==> src/rtl/matrix_tx_formatter.sv <==
`default_nettype none
// +----------------------------------------------------------------------------+
// | Module      : matrix_tx_formatter                                          |
// | Description : Reads an m x n matrix row-major from a synchronous storage   |
// |               port and prints it as ASCII decimal text over a UART 8N1     |
// |               line. Each element is followed by a space, and each row ends |
// |               with CR LF. Bytes go out back to back with no idle gap.      |
// | Revision    : 1.0 - initial release                                        |
// +----------------------------------------------------------------------------+
// | Parameters                                                                 |
// |   CLKS_PER_BIT : UART bit time in clk cycles                               |
// |   MAX_DIM      : largest legal row / column count                          |
// | Ports                                                                      |
// |   clk          in   system clock, rising edge                              |
// |   rst_n        in   asynchronous active-low reset                          |
// |   i_start      in   single-cycle dump request (ignored while busy)         |
// |   i_base_addr  in   8-bit address of element (0,0)                         |
// |   i_dim_m      in   row count                                              |
// |   i_dim_n      in   column count                                           |
// |   o_rd_addr    out  storage read address                                   |
// |   i_rd_data    in   storage read data, valid 1 cycle after o_rd_addr       |
// |   o_uart_tx    out  serial line, idles high                                |
// |   o_busy       out  high while a dump is in progress                       |
// |   o_done       out  one-cycle pulse at the end of a dump                   |
// |   o_err        out  one-cycle pulse with o_done on illegal dimensions      |
// | Build option                                                               |
// |   MTX_SIGNED_EN : when defined, i_rd_data[15:0] is two's complement and   |
// |                   negative values are printed with a leading '-'.         |
// +----------------------------------------------------------------------------+
module matrix_tx_formatter #(
   parameter int CLKS_PER_BIT = 868,
   parameter int MAX_DIM      = 5
) (
   input  logic        clk,
   input  logic        rst_n,
   input  logic        i_start,
   input  logic [7:0]  i_base_addr,
   input  logic [31:0] i_dim_m,
   input  logic [31:0] i_dim_n,
   output logic [7:0]  o_rd_addr,
   input  logic [31:0] i_rd_data,
   output logic        o_uart_tx,
   output logic        o_busy,
   output logic        o_done,
   output logic        o_err
);

   localparam int DW = (MAX_DIM < 2) ? 1 : $clog2(MAX_DIM + 1);
   localparam int BW = (CLKS_PER_BIT < 2) ? 1 : $clog2(CLKS_PER_BIT);
   localparam logic [BW-1:0] BAUD_LAST = BW'(CLKS_PER_BIT - 1);

   typedef enum logic [3:0] {
      IDLE       = 4'd0,
      FETCH      = 4'd1,
      WAIT_RD    = 4'd2,
      CONVERT    = 4'd3,
      SEND_DIGIT = 4'd4,
      SEND_SEP   = 4'd5,
      SEND_CR    = 4'd6,
      SEND_LF    = 4'd7,
      DONE       = 4'd8
   } state_t;

   state_t        state;
   logic [DW-1:0] row;
   logic [DW-1:0] col;
   logic [DW-1:0] m_last;
   logic [DW-1:0] n_last;
   logic [7:0]    elem_addr;
   logic [15:0]   value;
   logic          neg_pend;
   logic [2:0]    place;
   logic          err_flag;

   // serializer
   logic          tx_active;
   logic [3:0]    tx_bit;
   logic [BW-1:0] tx_baud;
   logic [9:0]    tx_shift;

   logic          tx_last;
   logic          tx_ready;
   logic          tx_load;
   logic [7:0]    tx_byte;
   logic          dims_bad;
   logic          rd_neg;
   logic [15:0]   rd_mag;
   logic [2:0]    lead_place;
   logic [15:0]   weight;
   logic [15:0]   rem_val;
   logic [3:0]    digit;

   // upper storage bits carry no information for this block
   logic          unused_rd_hi;
   assign unused_rd_hi = ^i_rd_data[31:16];

   assign dims_bad = (i_dim_m == 32'd0) || (i_dim_m > 32'(MAX_DIM)) ||
                     (i_dim_n == 32'd0) || (i_dim_n > 32'(MAX_DIM));

   // The serializer can take a new byte while idle or during the final cycle
   // of a stop bit, which lets consecutive frames abut with no idle gap.
   assign tx_last  = tx_active && (tx_bit == 4'd9) && (tx_baud == BAUD_LAST);
   assign tx_ready = !tx_active || tx_last;

   // Magnitude and sign of the freshly read element, plus the first decimal
   // place worth printing so that leading zeros never cost a cycle.
   always_comb begin
`ifdef MTX_SIGNED_EN
      rd_neg = i_rd_data[15];
      rd_mag = i_rd_data[15] ? (~i_rd_data[15:0] + 16'd1) : i_rd_data[15:0];
`else
      rd_neg = 1'b0;
      rd_mag = i_rd_data[15:0];
`endif
      if (rd_mag >= 16'd10000)     lead_place = 3'd0;
      else if (rd_mag >= 16'd1000) lead_place = 3'd1;
      else if (rd_mag >= 16'd100)  lead_place = 3'd2;
      else if (rd_mag >= 16'd10)   lead_place = 3'd3;
      else                         lead_place = 3'd4;
   end

   // Digit at the current place by successive subtraction of its weight.
   // The remainder is always below ten times the weight, except at the
   // 10000 place where 65535 bounds the count at six.
   always_comb begin
      case (place)
         3'd0:    weight = 16'd10000;
         3'd1:    weight = 16'd1000;
         3'd2:    weight = 16'd100;
         3'd3:    weight = 16'd10;
         default: weight = 16'd1;
      endcase
      rem_val = value;
      digit   = 4'd0;
      for (int k = 0; k < 9; k++) begin
         if (rem_val >= weight) begin
            rem_val = rem_val - weight;
            digit   = digit + 4'd1;
         end
      end
   end

   always_comb begin
      tx_byte = 8'h00;
      case (state)
         SEND_DIGIT: tx_byte = neg_pend ? 8'h2D : (8'h30 + {4'd0, digit});
         SEND_SEP:   tx_byte = 8'h20;
         SEND_CR:    tx_byte = 8'h0D;
         SEND_LF:    tx_byte = 8'h0A;
         default:    tx_byte = 8'h00;
      endcase
   end

   assign tx_load = tx_ready && ((state == SEND_DIGIT) || (state == SEND_SEP) ||
                                 (state == SEND_CR)    || (state == SEND_LF));

   always_ff @(posedge clk or negedge rst_n) begin
      if (!rst_n) begin
         state     <= IDLE;
         row       <= '0;
         col       <= '0;
         m_last    <= '0;
         n_last    <= '0;
         elem_addr <= 8'd0;
         value     <= 16'd0;
         neg_pend  <= 1'b0;
         place     <= 3'd0;
         err_flag  <= 1'b0;
         tx_active <= 1'b0;
         tx_bit    <= 4'd0;
         tx_baud   <= '0;
         tx_shift  <= 10'h3FF;
         o_rd_addr <= 8'd0;
         o_uart_tx <= 1'b1;
         o_busy    <= 1'b0;
         o_done    <= 1'b0;
         o_err     <= 1'b0;
      end else begin
         o_done <= 1'b0;
         o_err  <= 1'b0;

         // bit timing of the frame in flight
         if (tx_active) begin
            if (tx_baud == BAUD_LAST) begin
               tx_baud <= '0;
               if (tx_bit == 4'd9) begin
                  tx_active <= 1'b0;
               end else begin
                  tx_bit    <= tx_bit + 4'd1;
                  o_uart_tx <= tx_shift[1];
                  tx_shift  <= {1'b1, tx_shift[9:1]};
               end
            end else begin
               tx_baud <= tx_baud + BW'(1);
            end
         end

         // a new frame overrides the stop-bit bookkeeping above
         if (tx_load) begin
            tx_shift  <= {1'b1, tx_byte, 1'b0};
            tx_active <= 1'b1;
            tx_bit    <= 4'd0;
            tx_baud   <= '0;
            o_uart_tx <= 1'b0;
         end

         case (state)
            IDLE: begin
               if (i_start && !o_busy) begin
                  o_busy    <= 1'b1;
                  elem_addr <= i_base_addr;
                  row       <= '0;
                  col       <= '0;
                  m_last    <= DW'(i_dim_m - 32'd1);
                  n_last    <= DW'(i_dim_n - 32'd1);
                  err_flag  <= dims_bad;
                  state     <= dims_bad ? DONE : FETCH;
               end
            end
            FETCH: begin
               o_rd_addr <= elem_addr;
               state     <= WAIT_RD;
            end
            WAIT_RD: begin
               state <= CONVERT;
            end
            CONVERT: begin
               value    <= rd_mag;
               neg_pend <= rd_neg;
               place    <= lead_place;
               state    <= SEND_DIGIT;
            end
            SEND_DIGIT: begin
               if (tx_ready) begin
                  if (neg_pend) begin
                     neg_pend <= 1'b0;
                  end else begin
                     value <= rem_val;
                     if (place == 3'd4) state <= SEND_SEP;
                     else               place <= place + 3'd1;
                  end
               end
            end
            SEND_SEP: begin
               if (tx_ready) begin
                  if (col == n_last) begin
                     state <= SEND_CR;
                  end else begin
                     col       <= col + DW'(1);
                     elem_addr <= elem_addr + 8'd1;
                     state     <= FETCH;
                  end
               end
            end
            SEND_CR: begin
               if (tx_ready) state <= SEND_LF;
            end
            SEND_LF: begin
               if (tx_ready) begin
                  if (row == m_last) begin
                     state <= DONE;
                  end else begin
                     row       <= row + DW'(1);
                     col       <= '0;
                     elem_addr <= elem_addr + 8'd1;
                     state     <= FETCH;
                  end
               end
            end
            DONE: begin
               // finish once the last stop bit has fully elapsed
               if (!tx_active || tx_last) begin
                  o_done <= 1'b1;
                  o_err  <= err_flag;
                  o_busy <= 1'b0;
                  state  <= IDLE;
               end
            end
            default: state <= IDLE;
         endcase
      end
   end

endmodule
`default_nettype wire

==> config.mk <==
export PLATFORM = sky130hd
export DESIGN_NAME = matrix_tx_formatter
export DESIGN_NICKNAME = d
export VERILOG_FILES = /design/src/rtl/matrix_tx_formatter.sv
export SDC_FILE = /design/constraint.sdc
export NUM_CORES = 1
export LEC_CHECK = 0
export ABC_AREA = 1
export CAP_MARGIN = 20
export CORE_MARGIN = 2
export CORE_UTILIZATION = 54
export DETAILED_ROUTE_END_ITERATION = 8
export GPL_ROUTABILITY_DRIVEN = 0
export PLACE_DENSITY = 0.79
export SYNTH_ARGS = -nofsm -noshare
export SYNTH_HDL_FRONTEND = slang
export SYNTH_SLANG_ARGS = --single-unit
==> constraint.sdc <==
create_clock -name clk -period 21.5 [get_ports clk]
set_input_delay 2.15 -clock clk [delete_from_list [all_inputs] [get_ports clk]]
set_output_delay 2.15 -clock clk [all_outputs]
set_load 0.02 [all_outputs]
Word level (Yosys, flattened, before mapping)
Cells that the tools add are included.
W data, S select, Z words.

word-level totals
  bits in writable memories = 0
  latch bits = 0
  output and inout bits = 12
  input bits = 107
  flip-flop bits (word level) = 82
  logic and storage cells = 206
  memories kept = 0
  memory bits (read-only) = 0

cells by class
  add/sub/neg operators = 26
  $mul = 0
  bitwise operators = 0
  muxes and demuxes = 86
  magnitude comparators = 15
  equal/unequal tests = 28
  shifts and indexed selects = 0
  div/mod/pow operators = 0
  reductions and logical operators = 32

operators with widths
  operator                 number
  $mux W16                 11
  $ge A16 B16 Y1           9
  $sub A16 B16 Y16         9
  $mux W4                  22
  $mux W10                 7
  $gt A32 B3 Y1 const B    2
  $logic_not A32 Y1        2
  $pmux W14 S4             1
  $mux W3                  15
  $mux W8                  5
  $add A4 B1 Y4 const B    9
  $pmux W4 S9              1
  $pmux W16 S2             1
  $pmux W7 S4              1
  $pmux W8 S3              1
  $ne A2 B2 Y1 const B     11
  $eq A4 B3 Y1 const B     4
  $ge A16 B10 Y1 const B   1
  $ge A16 B14 Y1 const B   1
  $ge A16 B4 Y1 const B    1
  $ge A16 B7 Y1 const B    1
  $mux W1                  15
  $pmux W3 S2              2
  $add A10 B1 Y10 const B  1
  28 further kinds         54

Depth between registers and ports, before layout
  depth after elaboration = 24
  mapped depth = 162
  gate-level depth less buffers = 152

Least setup slack after synthesis
OpenSTA, ideal clock, no wires.

  path kind = register to register
  start point = reg place[0]
  end point = reg value[7]
  data required time = 21.373 ns
  period minus slack after synthesis = 21.377 ns
  arrival = 21.250 ns
  stages on the path, launching flop included = 156
  buffers on the path = 11
  library setup time = 0.127 ns
  path slack = 0.123 ns
  cells stage by stage = dfrtp_1 > inv_1 > ha_1 > o21ai_0 > ha_1 > nand2_1 > inv_2 > a21oi_1 > nand2_2 > a21oi_4 > nand2_4 > buf_4 > o21ai_0 > ha_1 > inv_1 > fa_1 > nand3_1 > nand2_1 > (+120 left out) > ha_1 > fa_1 > nor2_1 > a211oi_1 > o221a_2 > o21ai_0 > nand2_1 > nand2_1 > nand2_1 > inv_1 > nor2_1 > nand3_1 > nand3_1 > nand3_4 > buf_2 > nand2_1 > o211ai_1 > a21oi_1

on the way
  longest elaborated chain between the ends = 23
  elaborated cells on any way between the ends = 35
  those cells by class = 9 x add/sub; 9 x order compare; 3 x eq/ne; 13 x mux; 1 x reduce/logical

RTL lines
  element                                             RTL line  source
  from (decl)                                         72        logic [2:0] place;
  from (signal assigned)                              230       place <= lead_place;
  from (signal assigned)                              240       else place <= place + 3'd1;
  $eq A3 B2 Y1, or another cell as far along          126       case (place)
  $pmux W14 S4 (*)                                    126
  $sub A16 B16 Y16 or $ge A16 B16 Y1 (tied branches)  137, 136
  $mux W16                                            136       if (rem_val >= weight) begin
  $sub A16 B16 Y16 or $ge A16 B16 Y1 (tied branches)  137, 136
  $mux W16                                            136
  $sub A16 B16 Y16 or $ge A16 B16 Y1 (tied branches)  137, 136
  $mux W16                                            136
  (+7 left out)                                       n/a
  $mux W16                                            136
  $sub A16 B16 Y16 or $ge A16 B16 Y1 (tied branches)  137, 136
  $mux W16                                            136
  $sub A16 B16 Y16 or $ge A16 B16 Y1 (tied branches)  137, 136
  $mux W16 (*)                                        136
  $mux W16 (*)                                        235       if (neg_pend) begin
  $mux W16 (*)                                        234       if (tx_ready) begin
  $pmux W16 S2 (*)                                    207       case (state)
  to (signal assigned)                                228       value <= rd_mag;
  to (signal assigned)                                238       value <= rem_val;
  to (decl)                                           70        logic [15:0] value;

Every way passes the cells marked *; elsewhere a longest branch is shown, timed or not. The select of a mux whose other input is x is not followed.
A chain may end at the register's enable or synchronous reset.

Worst setup path after layout
  start point = reg place[1]
  end point = reg value[15]

The elaborated chain is that of the path after synthesis.

==> key figures <==
Worst setup path
  • CP Max Fanout: 23
  • Cell repeated most along the worst path: sky130_fd_sc_hd__nand2_1
  • Required time at the worst-slack endpoint: ~22 ns
  • Critical-path cell with the highest stage delay: sky130_fd_sc_hd__dfrtp_1
  • Worst setup path start: place[1]$_DFFE_PN0P_
  • Largest delay contributor family on the critical path: compound AO/OA/AOI/OAI gates
  • Startpoint Class: register
  • Crit end category: register
  • Worst Path Buf+Inv: 18
  • Maximum single-stage delay on the critical path: about 0.4 ns
  • Critical path start-end classification: register to register
  • Beginning of the worst register-to-register path: place[1]$_DFFE_PN0P_
  • Critical path arrival: 20.19 ns

Synthesis
  • Sequential cell area fraction in the yosys report: roughly 17%
  • Dominant register cell in the synthesized netlist: sky130_fd_sc_hd__dfrtp_1
  • EDFF count, synth: 0
  • Distinct cell type count of the synthesized netlist: 58
  • Synth Net Count: 2,069
  • Asr flop ratio synth: 100%
  • Number of synthesized register bits: approximately 80
  • Post-Synthesis Cell Area: between 0.01 and 0.015 mm²
  • Synthesis Warnings: 0
  • Post-Syn Instances: 1,822
  • Post-Syn Area per Cell: about 6.5 µm²

Floorplan
  • Die Wd: 152 µm
  • Row count: 54
  • Vertical die dimension: ~150 µm
  • Starting density of the core: between 50% and 60%
  • Core Region: between 0.02 and 0.025 mm²
  • Area of the die: 0.0232 mm²
  • Boundary pin count: between 100 and 150

Cells and area
  • Area occupied by multi-input gates: approximately 0.0090 mm²
  • Count of filler cells inserted in the layout: 1,949
  • ANT cells: 0
  • Register area: 0.00199 mm²
  • Post-synthesis to final-layout area growth: 17.9%
  • Proportion of layout cells with a drive suffix above 1: 11.0%
  • Commonest non-fill, non-tap cells in the layout: sky130_fd_sc_hd__nand2_1 (423), sky130_fd_sc_hd__inv_1 (223), sky130_fd_sc_hd__o21ai_0 (138)
  • Final nets: roughly 2.2k
  • Most common library cell in the layout ignoring fill and taps: sky130_fd_sc_hd__nand2_1

Clock tree
  • TritonCTS clock tree: yes
  • Clk Tree Root Cell: sky130_fd_sc_hd__clkbuf_16
  • CTS max path bufs: 2
  • # H-tree levels: 3
  • CTS Hold Buffers Added: 0
  • Clock latency of the later-clocked register in the worst-skew pair: 0.35 ns
  • TritonCTS buffer count: 9
  • Clock slew seen by the registers of the worst setup and hold paths: roughly 0.070 ns
  • Count of clock tree sinks: between 70 and 80

Pwr
  • VDD IR max: 0.0000485 V
  • Total power per unit cell area: approximately 33 mW/mm²
  • Cell leakage power: a little over 6 nW
  • Power, Total: between 400 and 500 µW

Global route
  • Antenna violations before repair: 0
  • Global-route wire length before repair: 52.3 mm
  • Largest net degree at the start of global routing: 80
  • Final global-route overflow total: 0
  • Total Routing Usage GR: between 20% and 30%
  • Vias in the first global route: about 12k

Routing
  • Routed via count: roughly 12k
  • Vias per std cell: ~5.6
  • Number of design-rule violations left by the first detailed-router iteration: approximately 650
  • Total routed wirelength: approximately 32 mm
  • Residual DRC: 0
  • Post-route ant nets: 0
  • Drt first pass iters: 5
  • Wire per inst: roughly 14 µm

STA
  • Endpoints failing hold: 0
  • Fmax: ~50 MHz
  • Worst-case headroom to the max-slew limit: between 30% and 40%
  • Total setup violations reported at the end of the flow: 0
  • Total negative slack for setup checks: 0 ns
  • Portion of the clock cycle consumed by the worst path in the final layout: 92.8%
  • Minimum clock period: between 15 and 20 ns
  • Total count of max-transition violations in the final report: 0
  • Worst-case clock skew: 0.0106 ns
  • Slew @ Worst Pin: ~0.98 ns
  • Post-Route Hold Slack: about 0.48 ns

Worst hold path
  • Launch point of the worst hold path: tx_shift[3]$_DFFE_PN1P_
  • Worst hold path type: register to register

Run
  • Max-cap viol count: 0

Placement
  • Final HPWL from detailed placement: roughly 25 mm
  • Number of buffers added on ports: 102

Status
  • Result of the run: complete, no violations
## cell type report
cell class	count	share of cell area [%]
Clock buffer	10	1.63
Clock inverter	6	0.838
Inverter	248	6.80
Sequential cell	79	14.2
Tap cell	280	2.50
Timing Repair Buffer	150	10.1
Multi-Input combinational cell	1464	64.0
## what timing repair did
action,CTS,global route
setup endpoints to repair,0,20
setup buffers,0,15
gates resized for setup,0,66
## sequential cells by signal, indices dropped and copies added, names as in the netlist, 3 cells and up
| register | count |
|---|---|
| tx_shift | 9 |
| col | 3 |
| elem_addr | 8 |
| place | 3 |
| tx_bit | 4 |
| tx_baud | 10 |
| o_rd_addr | 8 |
| n_last | 3 |
| state | 4 |
| m_last | 3 |
| row | 3 |
| value | 16 |
## synthesized netlist by cell type (all sizes together), types with 2 or more instances
cell type    n  area [µm²]
a211oi       5        37.5
a21o        10        75.1
a21oi      117         616
a221o        2        20.0
a22oi        9        67.6
a31oi       16         100
a41oi        2        17.5
and2         2        15.0
buf         15         105
clkbuf      16        60.1
clkinv       2        8.75
dfrtp       70        1750
dfstp        9         236
fa           9         180
ha         131        1640
inv        246         923
nand2      462        1870
nand3      119         653
nand3b      10        75.1
nand4       29         188
nor2       155         672
nor3        16        80.1
nor4        20         125
o211ai       7        52.6
o21a         2        15.0
o21ai      167         851
o21bai      15         113
o22ai        7        43.8
o31ai        7        52.6
o41ai        2        17.5
or2          9        56.3
xnor2       55         482
xor2        72         631
## metrics by stage
stage | util [%] | instances | cell area, µm² | worst slack [ns]
floorplan | - | 1822 | 11900 | 0.123
global placement | 61.3 | 2205 | 13300 | 0.764
detailed placement | 61.3 | 2205 | 13300 | 0.409
CTS | 62.9 | 2221 | 13700 | 0.342
global route | 64.5 | 2237 | 14000 | -0.177
finish | 64.5 | 2237 | 14000 | 1.55
## path summary, 6_finish.rpt
| kind | to | slack (ns) | cells past startpoint |
|---|---|---|---|
| min | tx_shift[3]$_DFFE_PN1P_ | 0.48 | 2 |
| max in group asynchronous | tx_baud[1]$_DFFE_PN0P_ | 18.89 | 1 |
| max reg2reg | value[15]$_DFFE_PN0P_ | 1.55 | 148 |
| min in group asynchronous | value[15]$_DFFE_PN0P_ | 1.93 | 1 |
| min reg2reg | tx_shift[3]$_DFFE_PN1P_ | 0.48 | 2 |
| max | value[15]$_DFFE_PN0P_ | 1.55 | 148 |
## layer usage
layer	global-route usage [%]	vias to the layer above	part of all wire, %	routed length, µm
met5	0	-	0	0
met4	9.79	0	3.0	954
met3	2.70	62	4.3	1370
met2	49.4	304	51	16400
met1	31.4	5727	41	13200
li1	-	6323	-	-
## logic make-up (layout without fill, tap and decap cells)
family / after synthesis / after routing / share of synthesized area, %
XOR/XNOR: 127 / 127 / 9.35
AO/OA/AOI/OAI: 374 / 374 / 17.9
flip-flops: 79 / 79 / 16.7
adder cells (fa/ha/maj): 140 / 140 / 15.3
buffers and inverters: 280 / 414 / 9.30
AND/OR/NAND/NOR: 822 / 823 / 31.4
## where the power goes
part           switching, mW  internal [mW]
Sequential            0.0129          0.167
Combinational         0.0571         0.0478
Clock                 0.0657          0.115
## worst register-to-register path, delay by kind of cell, from the launching register on
kind | cells | cell delay, ns
buffers and inverters | 18 | 1.72
adder cells (fa/ha/maj) | 16 | 4.71
flip-flops | 1 | 0.41
AND/OR/NAND/NOR | 67 | 6.16
AO/OA/AOI/OAI | 47 | 6.80
Note: power is estimated with default switching activity, not from simulation.
